### src/rtl/exec_csr_pkg.sv
// Shared constants for the machine-mode CSR file: privilege levels, trap
// cause codes, CSR addresses and mstatus bit positions.
package priv_levels;
  localparam logic [1:0] PRIV_M = 2'b11;
endpackage

package trap_causes;
  localparam logic [3:0] EXC_ILLEGAL_INSTR = 4'd2;
endpackage

package csr_addrs;
  localparam logic [11:0] CSR_MSTATUS  = 12'h300;
  localparam logic [11:0] CSR_MISA     = 12'h301;
  localparam logic [11:0] CSR_MIE      = 12'h304;
  localparam logic [11:0] CSR_MTVEC    = 12'h305;
  localparam logic [11:0] CSR_MSCRATCH = 12'h340;
  localparam logic [11:0] CSR_MEPC     = 12'h341;
  localparam logic [11:0] CSR_MCAUSE   = 12'h342;
  localparam logic [11:0] CSR_MTVAL    = 12'h343;
  localparam logic [11:0] CSR_MIP      = 12'h344;
  localparam logic [11:0] CSR_MCYCLE   = 12'hB00;
  localparam logic [11:0] CSR_MINSTRET = 12'hB02;
  localparam logic [11:0] CSR_CYCLE    = 12'hC00;
  localparam logic [11:0] CSR_INSTRET  = 12'hC02;
  localparam logic [11:0] CSR_MHARTID  = 12'hF14;

  localparam int MSTATUS_MIE    = 3;
  localparam int MSTATUS_MPIE   = 7;
  localparam int MSTATUS_MPP_LO = 11;
  localparam int MSTATUS_MPP_HI = 12;
endpackage

### src/rtl/exec_csr_counter.sv
// Free-running counter with increment enable and a write port; a write in
// the same cycle replaces the increment. Wraps from all-ones to zero.
module csr_counter #(
  parameter int W = 64
) (
  input  logic         clk,
  input  logic         rst_n,
  input  logic         inc_i,
  input  logic         we_i,
  input  logic [W-1:0] wdata_i,
  output logic [W-1:0] count_o
);
  logic [W-1:0] count_q, count_d;

  // NOTE: default first so every path assigns count_d and no latch is inferred.
  always_comb begin
    count_d = count_q;
    if (we_i)       count_d = wdata_i;
    else if (inc_i) count_d = count_q + W'(1);
  end

  // NOTE: state registers use non-blocking assignment so all flops update together.
  always_ff @(posedge clk or negedge rst_n) begin
    if (!rst_n) count_q <= '0;
    else        count_q <= count_d;
  end

  assign count_o = count_q;
endmodule

### src/rtl/exec_csr.sv
// Machine-mode CSR file and Zicsr execution unit: combinational read/illegal
// decode, registered CSR writes, trap entry and MRET state updates.
module exec_csr
  import priv_levels::*;
  import trap_causes::*;
  import csr_addrs::*;
#(
  parameter int              XLEN        = 64,
  parameter int              ALEN        = XLEN,
  parameter logic [XLEN-1:0] HART_ID     = '0,
  parameter logic [XLEN-1:0] MISA_VALUE  = 64'h8000000000141101,
  parameter logic [ALEN-1:0] RESET_MTVEC = '0
) (
  input  logic            clk,
  input  logic            rst,
  input  logic            csr_instr_valid,
  input  logic [11:0]     csr_addr,
  input  logic [2:0]      csr_funct3,
  input  logic [4:0]      csr_rd,
  input  logic [4:0]      csr_rs1_uimm,
  input  logic [XLEN-1:0] csr_rs1_data,
  output logic            csr_exception,
  output logic [3:0]      csr_trap_cause,
  output logic [XLEN-1:0] csr_result,
  input  logic            trap_valid,
  input  logic            trap_is_interrupt,
  input  logic [3:0]      trap_cause,
  input  logic [ALEN-1:0] trap_epc,
  input  logic [XLEN-1:0] trap_tval,
  input  logic            xret_valid,
  input  logic [XLEN-1:0] xret_new_mstatus,
  input  logic [1:0]      xret_new_priv,
  input  logic            instret_pulse,
  input  logic            timer_irq,
  output logic [1:0]      privilege_mode,
  output logic [XLEN-1:0] mstatus,
  output logic [XLEN-1:0] mie,
  output logic [XLEN-1:0] mip,
  output logic [ALEN-1:0] mepc,
  output logic [ALEN-1:0] mtvec
);
  localparam logic [XLEN-1:0] MSTATUS_MASK = (XLEN'(1) << MSTATUS_MIE) | (XLEN'(1) << MSTATUS_MPIE)
                                           | (XLEN'(3) << MSTATUS_MPP_LO);
  localparam logic [XLEN-1:0] MIE_MASK = XLEN'(12'h888);
  localparam logic [ALEN-1:0] PC_MASK  = {{(ALEN-2){1'b1}}, 2'b00};

  logic [1:0]      priv_q, priv_d;
  logic [XLEN-1:0] mstatus_q, mstatus_d, mie_q, mie_d, mscratch_q, mscratch_d;
  logic [XLEN-1:0] mcause_q, mcause_d, mtval_q, mtval_d;
  logic [ALEN-1:0] mepc_q, mepc_d, mtvec_q, mtvec_d;
  logic [XLEN-1:0] mcycle_w, minstret_w, mip_w;
  logic [XLEN-1:0] old_val, src, wval;
  logic            implemented, write_attempt, illegal, do_write;
  logic            unused_rd;

  assign unused_rd = ^csr_rd;
  assign mip_w     = XLEN'(timer_irq) << 7;

  // An MPP of 10 (reserved) leaves the previous MPP in place.
  function automatic logic [XLEN-1:0] legal_mstatus(input logic [XLEN-1:0] nv,
                                                    input logic [XLEN-1:0] ov);
    logic [XLEN-1:0] r;
    r = nv & MSTATUS_MASK;
    if (r[MSTATUS_MPP_HI:MSTATUS_MPP_LO] == 2'b10)
      r[MSTATUS_MPP_HI:MSTATUS_MPP_LO] = ov[MSTATUS_MPP_HI:MSTATUS_MPP_LO];
    return r;
  endfunction

  always_comb begin
    old_val     = '0;
    implemented = 1'b1;
    case (csr_addr)
      CSR_MSTATUS:               old_val = mstatus_q;
      CSR_MISA:                  old_val = MISA_VALUE;
      CSR_MIE:                   old_val = mie_q;
      CSR_MTVEC:                 old_val = XLEN'(mtvec_q);
      CSR_MSCRATCH:              old_val = mscratch_q;
      CSR_MEPC:                  old_val = XLEN'(mepc_q);
      CSR_MCAUSE:                old_val = mcause_q;
      CSR_MTVAL:                 old_val = mtval_q;
      CSR_MIP:                   old_val = mip_w;
      CSR_MCYCLE, CSR_CYCLE:     old_val = mcycle_w;
      CSR_MINSTRET, CSR_INSTRET: old_val = minstret_w;
      CSR_MHARTID:               old_val = HART_ID;
      default:                   implemented = 1'b0;
    endcase
  end

  // RW/RWI always write; set/clear forms write only with a non-zero rs1/uimm.
  assign write_attempt = (csr_funct3[1:0] == 2'b01) ||
                         ((csr_funct3[1:0] != 2'b00) && (csr_rs1_uimm != 5'd0));
  assign illegal = csr_instr_valid && (!implemented || (csr_addr[9:8] > priv_q) ||
                                       ((csr_addr[11:10] == 2'b11) && write_attempt));
  assign do_write = csr_instr_valid && write_attempt && !illegal;
  assign src      = csr_funct3[2] ? XLEN'(csr_rs1_uimm) : csr_rs1_data;

  always_comb begin
    case (csr_funct3[1:0])
      2'b01:   wval = src;
      2'b10:   wval = old_val | src;
      2'b11:   wval = old_val & ~src;
      default: wval = old_val;
    endcase
  end

  assign csr_exception  = illegal;
  assign csr_trap_cause = EXC_ILLEGAL_INSTR;
  assign csr_result     = csr_instr_valid ? old_val : '0;

  // Later assignments win: trap entry over MRET over the CSR write.
  always_comb begin
    priv_d     = priv_q;
    mstatus_d  = mstatus_q;
    mie_d      = mie_q;
    mtvec_d    = mtvec_q;
    mscratch_d = mscratch_q;
    mepc_d     = mepc_q;
    mcause_d   = mcause_q;
    mtval_d    = mtval_q;
    if (do_write) begin
      case (csr_addr)
        CSR_MSTATUS:  mstatus_d  = legal_mstatus(wval, mstatus_q);
        CSR_MIE:      mie_d      = wval & MIE_MASK;
        CSR_MTVEC:    mtvec_d    = ALEN'(wval) & PC_MASK;
        CSR_MSCRATCH: mscratch_d = wval;
        CSR_MEPC:     mepc_d     = ALEN'(wval) & PC_MASK;
        CSR_MCAUSE:   mcause_d   = wval;
        CSR_MTVAL:    mtval_d    = wval;
        default:      ;
      endcase
    end
    if (xret_valid) begin
      mstatus_d = xret_new_mstatus & MSTATUS_MASK;
      priv_d    = xret_new_priv;
    end
    if (trap_valid) begin
      mepc_d   = trap_epc & PC_MASK;
      mcause_d = {trap_is_interrupt, {(XLEN-5){1'b0}}, trap_cause};
      mtval_d  = trap_tval;
      mstatus_d = '0;
      mstatus_d[MSTATUS_MPIE] = mstatus_q[MSTATUS_MIE];
      mstatus_d[MSTATUS_MPP_HI:MSTATUS_MPP_LO] = priv_q;
      priv_d   = PRIV_M;
    end
  end

  always_ff @(posedge clk or negedge rst) begin
    if (!rst) begin
      priv_q     <= PRIV_M;
      mstatus_q  <= '0;
      mie_q      <= '0;
      mtvec_q    <= RESET_MTVEC;
      mscratch_q <= '0;
      mepc_q     <= '0;
      mcause_q   <= '0;
      mtval_q    <= '0;
    end else begin
      priv_q     <= priv_d;
      mstatus_q  <= mstatus_d;
      mie_q      <= mie_d;
      mtvec_q    <= mtvec_d;
      mscratch_q <= mscratch_d;
      mepc_q     <= mepc_d;
      mcause_q   <= mcause_d;
      mtval_q    <= mtval_d;
    end
  end

  csr_counter #(.W(XLEN)) u_mcycle (
    .clk     (clk),
    .rst_n   (rst),
    .inc_i   (1'b1),
    .we_i    (do_write && (csr_addr == CSR_MCYCLE)),
    .wdata_i (wval),
    .count_o (mcycle_w)
  );

  csr_counter #(.W(XLEN)) u_minstret (
    .clk     (clk),
    .rst_n   (rst),
    .inc_i   (instret_pulse),
    .we_i    (do_write && (csr_addr == CSR_MINSTRET)),
    .wdata_i (wval),
    .count_o (minstret_w)
  );

  assign privilege_mode = priv_q;
  assign mstatus        = mstatus_q;
  assign mie            = mie_q;
  assign mip            = mip_w;
  assign mepc           = mepc_q;
  assign mtvec          = mtvec_q;
endmodule

### config.mk
export PLATFORM = sky130hd
export DESIGN_NAME = exec_csr
export DESIGN_NICKNAME = d
export VERILOG_FILES = /design/src/rtl/exec_csr_pkg.sv /design/src/rtl/exec_csr_counter.sv /design/src/rtl/exec_csr.sv
export SDC_FILE = /design/constraint.sdc
export NUM_CORES = 1
export LEC_CHECK = 0
export CAP_MARGIN = 20
export CORE_AREA = 5 5 261 263
export DETAILED_ROUTE_END_ITERATION = 10
export DIE_AREA = 0 0 266 268
export PLACE_DENSITY = 0.79
export RECOVER_POWER = 100
export REMOVE_ABC_BUFFERS = 1
export SYNTH_ARGS = -nofsm -noshare
export SYNTH_HDL_FRONTEND = slang
export SYNTH_SLANG_ARGS = --single-unit
### constraint.sdc
create_clock -name clk -period 3.1 [get_ports clk]
set_input_delay 0.62 -clock clk [delete_from_list [all_inputs] [get_ports clk]]
set_output_delay 0.62 -clock clk [all_outputs]
set_load 0.005 [all_outputs]
# == After elaboration in Yosys (flattened, before gate mapping) ==
# Cells that the tools add are included.
# totals
out_inout_bits,391
wordCells,94
register_bits,515
inputBits,295
# classes
eq_ne,20
mux,24
reduce_logical,33
magnitude_cmp,1
n_addsub,2
bitwise_logic,3
# op_table
op,count
64-bit 2-to-1 mux,18
64-bit one-hot mux with 11 select lines,1
64-bit one-hot mux with 3 select lines,1
64-bit by 1-bit adder with 64-bit output (second input constant),2
12-bit by 10-bit == test with 1-bit output (second input constant),9
64-bit AND,1
64-bit inverter,1
64-bit OR,1
12-bit == test (second input constant),5
2-bit AND reduction,7
2-bit nonzero test,7
14-bit OR reduction,1
2-bit == test (second input constant),4
1-bit logical AND,7
2-bit 2-to-1 mux,3
3-bit nonzero test,2
5-bit nonzero test,1
2-bit OR reduction,2
1-bit logical OR,3
3-bit != test (second input constant),1
3-bit AND reduction,1
2-bit by 1-bit == test with 1-bit output (second input constant),1
2-bit > comparator,1
1-bit zero test,2
1-bit 2-to-1 mux,1

# == Depth between registers and ports, before layout ==
# Gate-level depths: netlist of run 1.
# logic_depth
ltp_word,12
depth_mapped,12
mapped_depth_nobuf,9

# == By module ==
# Synthesis of run 1 repeated with hierarchy kept, for this count alone.
# unflattened
hier_cells,3079
area_unflattened_um2,27116.0
# by_module_without_submodules
mod,n_inst,area_per_inst_um2,cells_per_inst,seq_area_each_um2
exec_csr,1,19618.8,2235,8135.3
csr_counter,2,3748.6,422,1601.5

# == Worst setup path before layout of run 1 ==
# OpenSTA, ideal clock, no wires.
# synth_path
path_kind,input-to-reg
from,input port csr_addr[0]
to,register u_minstret.count_q[51] (netlist: u_minstret.count_o[51])
required_ns,2.975
n_path_buf,2
setup_time_ns,0.125
arrival_time_ns,3.092
path_slack_ns,-0.116
stages,8
cell_sequence,or4b_1 -> clkbuf_1 -> a2111oi_4 -> a21oi_2 -> a21o_1 -> nor4_4 -> buf_4 -> mux2_2
# synth_between
elab_chain_cells,11
elab_cells_between_ends,31
classes_between,eq/ne (14); mux (4); bitwise (2); reduce/logical (11)
# synth_rtl
item,line_no,rtl
from (decl),exec_csr.sv:17,"input logic [11:0] csr_addr,"
"12-bit == test, or another cell as far along",exec_csr.sv:72,case (csr_addr)
14-bit OR reduction (no line),-,
1-bit 2-to-1 mux,exec_csr.sv:72,
1-bit zero test,exec_csr.sv:92,assign illegal = csr_instr_valid && (!implemented || (csr_addr[9:8] > priv_q) ||
1-bit logical OR (2 in series),exec_csr.sv:92,
1-bit logical AND,exec_csr.sv:92,
1-bit zero test,exec_csr.sv:94,assign do_write = csr_instr_valid && write_attempt && !illegal;
1-bit logical AND,exec_csr.sv:94,
1-bit logical AND,exec_csr.sv:182,".we_i (do_write && (csr_addr == CSR_MINSTRET)),"
64-bit 2-to-1 mux / 2-bit nonzero test (equally long branches),-,
to (signal assigned),exec_csr_counter.sv:25,else count_q <= count_d;
to (decl),exec_csr_counter.sv:13,"logic [W-1:0] count_q, count_d;"
# Several ways; a longest one is shown, not always the timed one.
# A chain may end at the register's enable or synchronous reset.

# == Worst setup path in the final report of run 1 ==
# layout_path
from,input port csr_addr[3]
to,output port csr_result[13]
# layout_between
elab_chain_cells,4
elab_cells_between_ends,17
classes_between,eq/ne (13); mux (2); reduce/logical (2)
# layout_rtl
item,line_no,rtl
12-bit == test,exec_csr.sv:72,
2-bit OR reduction,-,
64-bit one-hot mux with 11 select lines *,exec_csr.sv:72,
64-bit 2-to-1 mux *,exec_csr.sv:108,assign csr_result = csr_instr_valid ? old_val : '0;
to (decl),exec_csr.sv:24,"output logic [XLEN-1:0] csr_result,"
# Every way passes the cells marked *; elsewhere a longest branch is shown, timed or not.

==> results of run 1 <==
==> metal layers <==
metal / wire length (um) / vias up
met5: 15 / -
met1: 45800 / 14000
met4: 8660 / 2
li1: - / 12300
met3: 14000 / 572
met2: 55700 / 2173
==> layout by cell type, fill, tap and decap left out, types with 22 or more instances in the layout <==
master,count
nor2b_1,30
mux2_2,54
buf_2,67
mux2i_1,92
nor3_1,47
conb_1,192
clkbuf_16,58
buf_12,70
nand3_1,51
nand2b_1,31
and3_1,46
a22o_1,82
nand4_1,35
a221o_1,42
nor2_1,218
xor2_1,56
inv_1,22
and4_1,34
dlygate4sd3_1,133
a22oi_1,66
o311ai_0,23
clkdlybuf4s50_1,211
xnor2_1,101
nand2_1,523
and2_1,32
o41ai_1,25
dfrtp_1,450
o211ai_1,26
a21oi_1,94
a22o_4,22
buf_6,75
o21ai_0,222
buf_4,375
==> report_power, final <==
part / leakage, nW / internal (W) / switching (W)
Clock: 0.863 / 0.00380 / 0.00265
Combinational: 11.0 / 0.000867 / 0.00104
Sequential: 5.80 / 0.00612 / 0.000240
==> worst min-delay path by stage <==
| stage | endpoint | startpoint | cells past startpoint |
|---|---|---|---|
| finish | mscratch_q[40] | mscratch_q[40] | 2 |
| global route | mcause_q[22] | trap_valid | 2 |
| CTS | mepc[26] | rst | 1 |
| detailed placement | mscratch_q[32] | mscratch_q[32] | 2 |
| global placement | mscratch_q[21] | mscratch_q[21] | 2 |
| floorplan | mcause_q[0] | rst | 0 |
==> stage by stage <==
step	std cells	TNS, ns
4_1_cts	4750	-19.45
3_5_place_dp	4580	-419.79
2_1_floorplan	2886	-2488.54
6_report	4824	-23.52
3_3_place_gp	4580	-403.04
5_1_grt	4823	-91.56
==> cells in the mapped netlist (7+ instances only) <==
master / n
nand2_1: 527
mux2i_1: 92
nor2_1: 231
nor3b_1: 15
nor4_1: 9
dfrtp_1: 451
o41ai_1: 26
nand2b_1: 31
a222oi_1: 9
and3_1: 54
o311ai_0: 26
nor3_1: 68
and4_1: 34
xor2_1: 56
mux2_2: 54
a21oi_1: 100
buf_1: 7
o21ai_0: 228
o221ai_1: 11
or2_2: 8
nor2b_1: 30
o21ai_1: 16
nand4_1: 35
and2_1: 34
a221o_1: 42
buf_2: 38
buf_4: 197
a22oi_1: 72
a22o_1: 104
inv_1: 24
nand3_1: 53
a2111oi_0: 23
o211ai_1: 26
clkbuf_1: 178
xnor2_1: 101
==> flip-flops by register name (all words and copies together), names as in the netlist <==
signal and flops:
u_minstret.count_o 64, mstatus 4, mscratch_q 64, privilege_mode 2, mie 3, u_mcycle.count_o 64, mtval_q 64, mepc 62
mtvec 62, mcause_q 64
==> worst register-to-register path: cells and delay by family, from the launching register on <==
family	cells	cell delay, ns
buffers and inverters	5	0.90
AOI/OAI and AO/OA	2	0.78
and+or+nand+nor	4	0.60
adders and majority gates	1	0.29
DFF	1	0.58
==> kinds of logic (layout without fill, tap and decap cells) <==
group	Yosys count	after routing	synth area share, %
AO/OA/AOI/OAI	744	744	18.9
XOR/XNOR	157	157	5.01
adder cells (fa/ha/maj)	5	5	0.219
buffers and inverters	446	1097	8.97
flip-flops	453	453	41.3
multiplexers	149	149	5.82
other	2	195	0.0274
AND/OR/NAND/NOR	1160	1160	19.7
==> final cells by class <==
type,instances,share of cell area (%)
clock inverter,20,0.615
sequential,453,29.0
multi-input combinational,2407,39.6
clock buffer,74,3.88
antenna,3,0.0192
timing repair buffer,977,23.8
tap,864,2.77
inverter,26,0.260
==> repair_timing <==
action,CTS,global route
endpoints found under the hold margin,0,0
resized for setup,362,258
pin swaps,72,132
buffers inserted,71,92
setup endpoints to repair,464,205
gates cloned,8,6
==> metrics.md, run 1 <==
| Metric | Value |
|---|---|
| Final ANT Viol Nets | 0 |
| H-tree depth | 2 |
| Min-delay worst type | reg -> reg |
| EDFF count, synth | 0 |
| Post-synth top area share | 41.1% |
| Post-route total power | 0.0147 W |
| Avg Synthesized Cell Area | 8.81 sq um |
| FF+latch area | 11300 sq um |
| Row cnt | 94 |
| Total gr overflow | 0 |
| Slew Viols, Final | 63 |
| Dpl hpwl | 85100 um |
| Worst path cell trace | buf_12, buf_4, buf_6, buf_6, buf_4, nor4bb_4, and3_4, buf_12, buf_4, a22oi_1, o21ai_0, o31a_1, buf_2 |
| Starting density of the core | 42.0% |
| Distinct cells, synth | 77 |
| Largest net degree at the start of global routing | 127 |
| DR pass1 iterations | 6 |
| Syn Inst Count | 3116 |
| Die Span Y | 268 um |
| Async S/R FF share, synth | 100% |
| Clk_skew | 0.0273 ns |
| Global routing usage on met1 | 40.4% |
| Non-Filler Cell Area, Final | 39000 sq um |
| Clock sinks | 453 |
| Ports | 686 |
| Area of the multi-input gates | 15400 sq um |
| Synth top area cells | dfrtp_1 41%, nand2_1 7.2%, buf_4 5.4% |
| Longest Clk Path Bufs | 3 |
| Slew of the pin with the lowest slew margin | 2.05 ns |
| Busiest layer in global routing | met2 |
| RSZ-0062 raised after global routing | yes |
| Final layout net count | 4216 |
| Critical path class | in -> out |
| Reg-to-reg startpoint | privilege_mode[1] |
| Synthesized area | 27400 sq um |
| Wire per inst | 25.7 um |
| Worst VDD drop | 0.376 mV |
| RePlAce Congestion | 0.932 |
| Area growth from synthesis to layout | 42.2% |
| WP data required | 2.48 ns |
| Dominant synthesized flop cell | dfrtp_1 |
| Most used cell, CP | buf_4 |
| Bufs and invs on worst path | 8 |
| Reg2Reg Setup Slack | -0.16 ns |
| Crit. End Element | output port |
| CTS tree | built |
| Sequential fraction of the synthesis area | 41.3% |
| YS warnings | 0 |
| Global-route wire length before repair | 174000 um |
| Fillcell total | 5347 |
| Vias in the first global route | 27900 |
| Met2 Track Usage GR | 49.7% |
| Maximum clock frequency | 290 MHz |
| Initial antenna violation count | 5 |
| Max transition margin | -36.8% |
| Total GRT Usage | 31.6% |
| Total die area | 71300 sq um |
| Tmin final | 3.45 ns |
| 1st-iter DRT viols | 3352 |
| CTS root buffer | clkbuf_16 |
| Reg clk slew, reported paths | 0.06 ns |
| Clock latency on the worst-skew pair | 0.61 ns |
| Met3 GRT Util | 7.54% |
| Hold_ws | 0.475 ns |
| Vias per cell | 6.04 |
| Final worst-path cycle share | 111% |
| MaxCap Viol Count | 1 |
| Via count | 29100 |
| Setup crit start kind | input pin |
| Synth Register Bits | 453 |
| Worst-path maximum fanout | 13 |
| CP max stage delay | 0.33 ns |
| Top delay family on crit path | buffers and inverters |
| Hold-fix buffers, CTS | 0 |
| Failing checks | max-capacitance violations, max-slew violations, negative setup slack |
| Area leader, netlist | dfrtp_1 |
| Worst setup endpoint | csr_result[13] |
| Worst Slack Setup Final | -0.348 ns |
| Final Core Density | 59.7% |
| Share of cells above drive strength 1 | 23.4% |
| Port Buffers | 426 |
| Cell depth of the worst setup path | 13 |
| Num CTS Buffers | 52 |
| R2R cell count | 12 |
| Power Dens Cells | 377 nW/um^2 |
| DP Area | 35100 sq um |
| Leakage power | 17.6 nW |
| CP max stage cell | nor4bb_4 |
| CORE AREA | 65400 sq um |
| Total DRC errors in the routed layout | 0 |
| WL final | 124000 um |
| Setup WS pre-CTS | -1.13 ns |
| Die W | 266 um |
| CP startpoint | csr_addr[3] |
| Hold Vio Cnt, Final | 0 |
| Final Setup Violations | 283 |
| Status | finished, violations left |
| Crit path DAT | 2.83 ns |
| Reg-to-Reg End | mcause_q[53] |
No activity file was read; power rests on OpenSTA's default activity.
==> run 2: changes to the inputs <==
--- a/config.mk
+++ b/config.mk
@@ -6,10 +6,10 @@
 export NUM_CORES = 1
 export LEC_CHECK = 0
 export CAP_MARGIN = 20
-export CORE_AREA = 5 5 261 263
+export CORE_MARGIN = 5
+export CORE_UTILIZATION = 38
 export DETAILED_ROUTE_END_ITERATION = 10
-export DIE_AREA = 0 0 266 268
-export PLACE_DENSITY = 0.79
+export PLACE_DENSITY = 0.73
 export RECOVER_POWER = 100
 export REMOVE_ABC_BUFFERS = 1
 export SYNTH_ARGS = -nofsm -noshare
==> metrics.md, run 2 (synthesis results as in run 1) <==
| Metric | Value |
|---|---|
| Status | finished, violations left |
| Failing checks | max-capacitance violations, max-slew violations, negative setup slack |
| Leakage power | 17.9 nW |
| Area growth from synthesis to layout | 44.9% |
| Clock sinks | 453 |
| Total GRT Usage | 29.6% |
| CORE AREA | 71600 sq um |
| Share of cells above drive strength 1 | 24.1% |
| RSZ-0062 raised after global routing | yes |
| RePlAce Congestion | 0.941 |
| Clk_skew | 0.0248 ns |
| Reg clk slew, reported paths | 0.06 ns |
| WP data required | 2.48 ns |
| CTS tree | built |
| Hold_ws | 0.434 ns |
| Row cnt | 98 |
| Min-delay worst type | in -> reg |
| CTS root buffer | clkbuf_16 |
| MaxCap Viol Count | 1 |
| Worst VDD drop | 0.371 mV |
| Reg-to-reg startpoint | privilege_mode[1] |
| Final Core Density | 55.5% |
| Worst Slack Setup Final | -0.298 ns |
| Setup crit start kind | input pin |
| Crit. End Element | output port |
| Commonest non-fill, non-tap cell in the layout | nand2_1 |
| Vias in the first global route | 27800 |
| Hold-fix buffers, CTS | 0 |
| Final ANT Viol Nets | 0 |
| Max transition margin | -25.6% |
| HP Start | trap_valid |
| DR pass1 iterations | 7 |
| Placed insts | 4668 |
| WL final | 128000 um |
| Fillcell total | 6242 |
| Largest net degree at the start of global routing | 113 |
| Clock latency on the worst-skew pair | 0.61 ns |
| Die Span Y | 279 um |
| Wire per inst | 26.2 um |
| Critical path class | in -> out |
| Starting density of the core | 38.3% |
| Die W | 279 um |
| 1st-iter DRT viols | 3268 |
| Dpl hpwl | 84800 um |
| Total die area | 77700 sq um |
| Total DRC errors in the routed layout | 0 |
| Hold Vio Cnt, Final | 0 |
| Power Dens Cells | 375 nW/um^2 |
| Port Buffers | 426 |
| Ports | 686 |
| Vias per cell | 5.82 |
| Maximum clock frequency | 294 MHz |
| H-tree depth | 2 |
| Num CTS Buffers | 53 |
| Worst-path maximum fanout | 7 |
| Total gr overflow | 0 |
| Commonest cells after routing, fill and taps aside | 514 x nand2_1, 451 x dfrtp_1, 350 x buf_4, 216 x nor2_1, 212 x clkdlybuf4s50_1 |
| Longest Clk Path Bufs | 3 |
| Final layout net count | 4185 |
| Final Setup Violations | 239 |
| Post-route total power | 0.0149 W |
| CP startpoint | csr_addr[7] |
| Slew Viols, Final | 64 |
| Global-route wire length before repair | 177000 um |
| Tmin final | 3.40 ns |
| Crit path DAT | 2.78 ns |
| Final cell count without fillers | 4885 |
| Initial antenna violation count | 12 |
| Via count | 28500 |
| Final worst-path cycle share | 110% |
| Slew of the pin with the lowest slew margin | 1.88 ns |
## run 2: cell types whose count changed in the layout (fill, tap and decap cells not counted), moves of 9 or more
cell,before,now
mux2_2,54,31
a22o_1,82,64
buf_6,75,49
a22o_4,22,40
o21ai_1,21,86
o21ai_0,222,153
buf_12,70,79
mux2_4,0,23
nand2_1,523,514
nand2_2,4,13
clkbuf_16,58,71
buf_4,375,350
a21oi_1,94,84
## run 2: layout make-up
class	instances	area (sq um)	area share, %
inverters	26	97.6	0.245
clock buffers	76	1570	3.94
clock inverters	18	256	0.645
well taps	950	1190	2.99
repair buffers	945	9500	23.9
diodes	10	25.0	0.0629
flip-flops and latches	453	11300	28.5
multi-input cells	2407	15800	39.7
## run 2: per-layer routing
layer / vias up / share of wire, % / global-route usage [%]
li1: 12300 / - / -
met1: 13900 / 37 / 37.4
met2: 1796 / 46 / 48.2
met3: 450 / 11 / 7.27
met4: 4 / 5.3 / 13.3
met5: - / 0.018 / 0
## run 2: where the power goes
part	internal [W]	switching, W	leakage, nW
combinational	0.000881	0.00104	11.2
clock	0.00399	0.00267	0.894
sequential	0.00612	0.000222	5.80
## run 2: worst max-delay path, stage by stage
cell and delay (ns):
buf_6 0.09, or4_4 0.58, a2111oi_4 0.36, buf_6 0.17, buf_8 0.12, buf_12 0.14, buf_16 0.16, a22o_1 0.19
nor3_1 0.05, nor2_1 0.13, buf_2 0.14
## run 2: stage by stage
stage / worst slack (ns) / cell area (sq um) / TNS [ns]
5_1_grt: -0.337 / 39700 / -37.66
4_1_cts: -0.292 / 38400 / -11.79
2_1_floorplan: -6.30 / 25800 / -2488.54
3_5_place_dp: -1.12 / 35300 / -451.83
3_3_place_gp: -1.12 / 35300 / -480.90
6_report: -0.298 / 39800 / -22.79
## run 2: worst paths after layout
check,slack [ns],depth (start not counted),to
setup / recovery,-0.30,11,csr_result[55]
max in group asynchronous,0.48,2,mscratch_q[57]
hold reg to reg,0.46,2,mscratch_q[19]
setup reg to reg,-0.01,11,mtval_q[46]
min in group asynchronous,0.54,1,mepc[21]
hold / removal,0.43,2,mcause_q[39]
## run 2: repair_timing
action                                  CTS  global route
buffers inserted                         56            50
gates cloned                              9            18
pin swaps                               118           128
endpoints found under the setup margin  495           154
gates resized for setup                 496           236
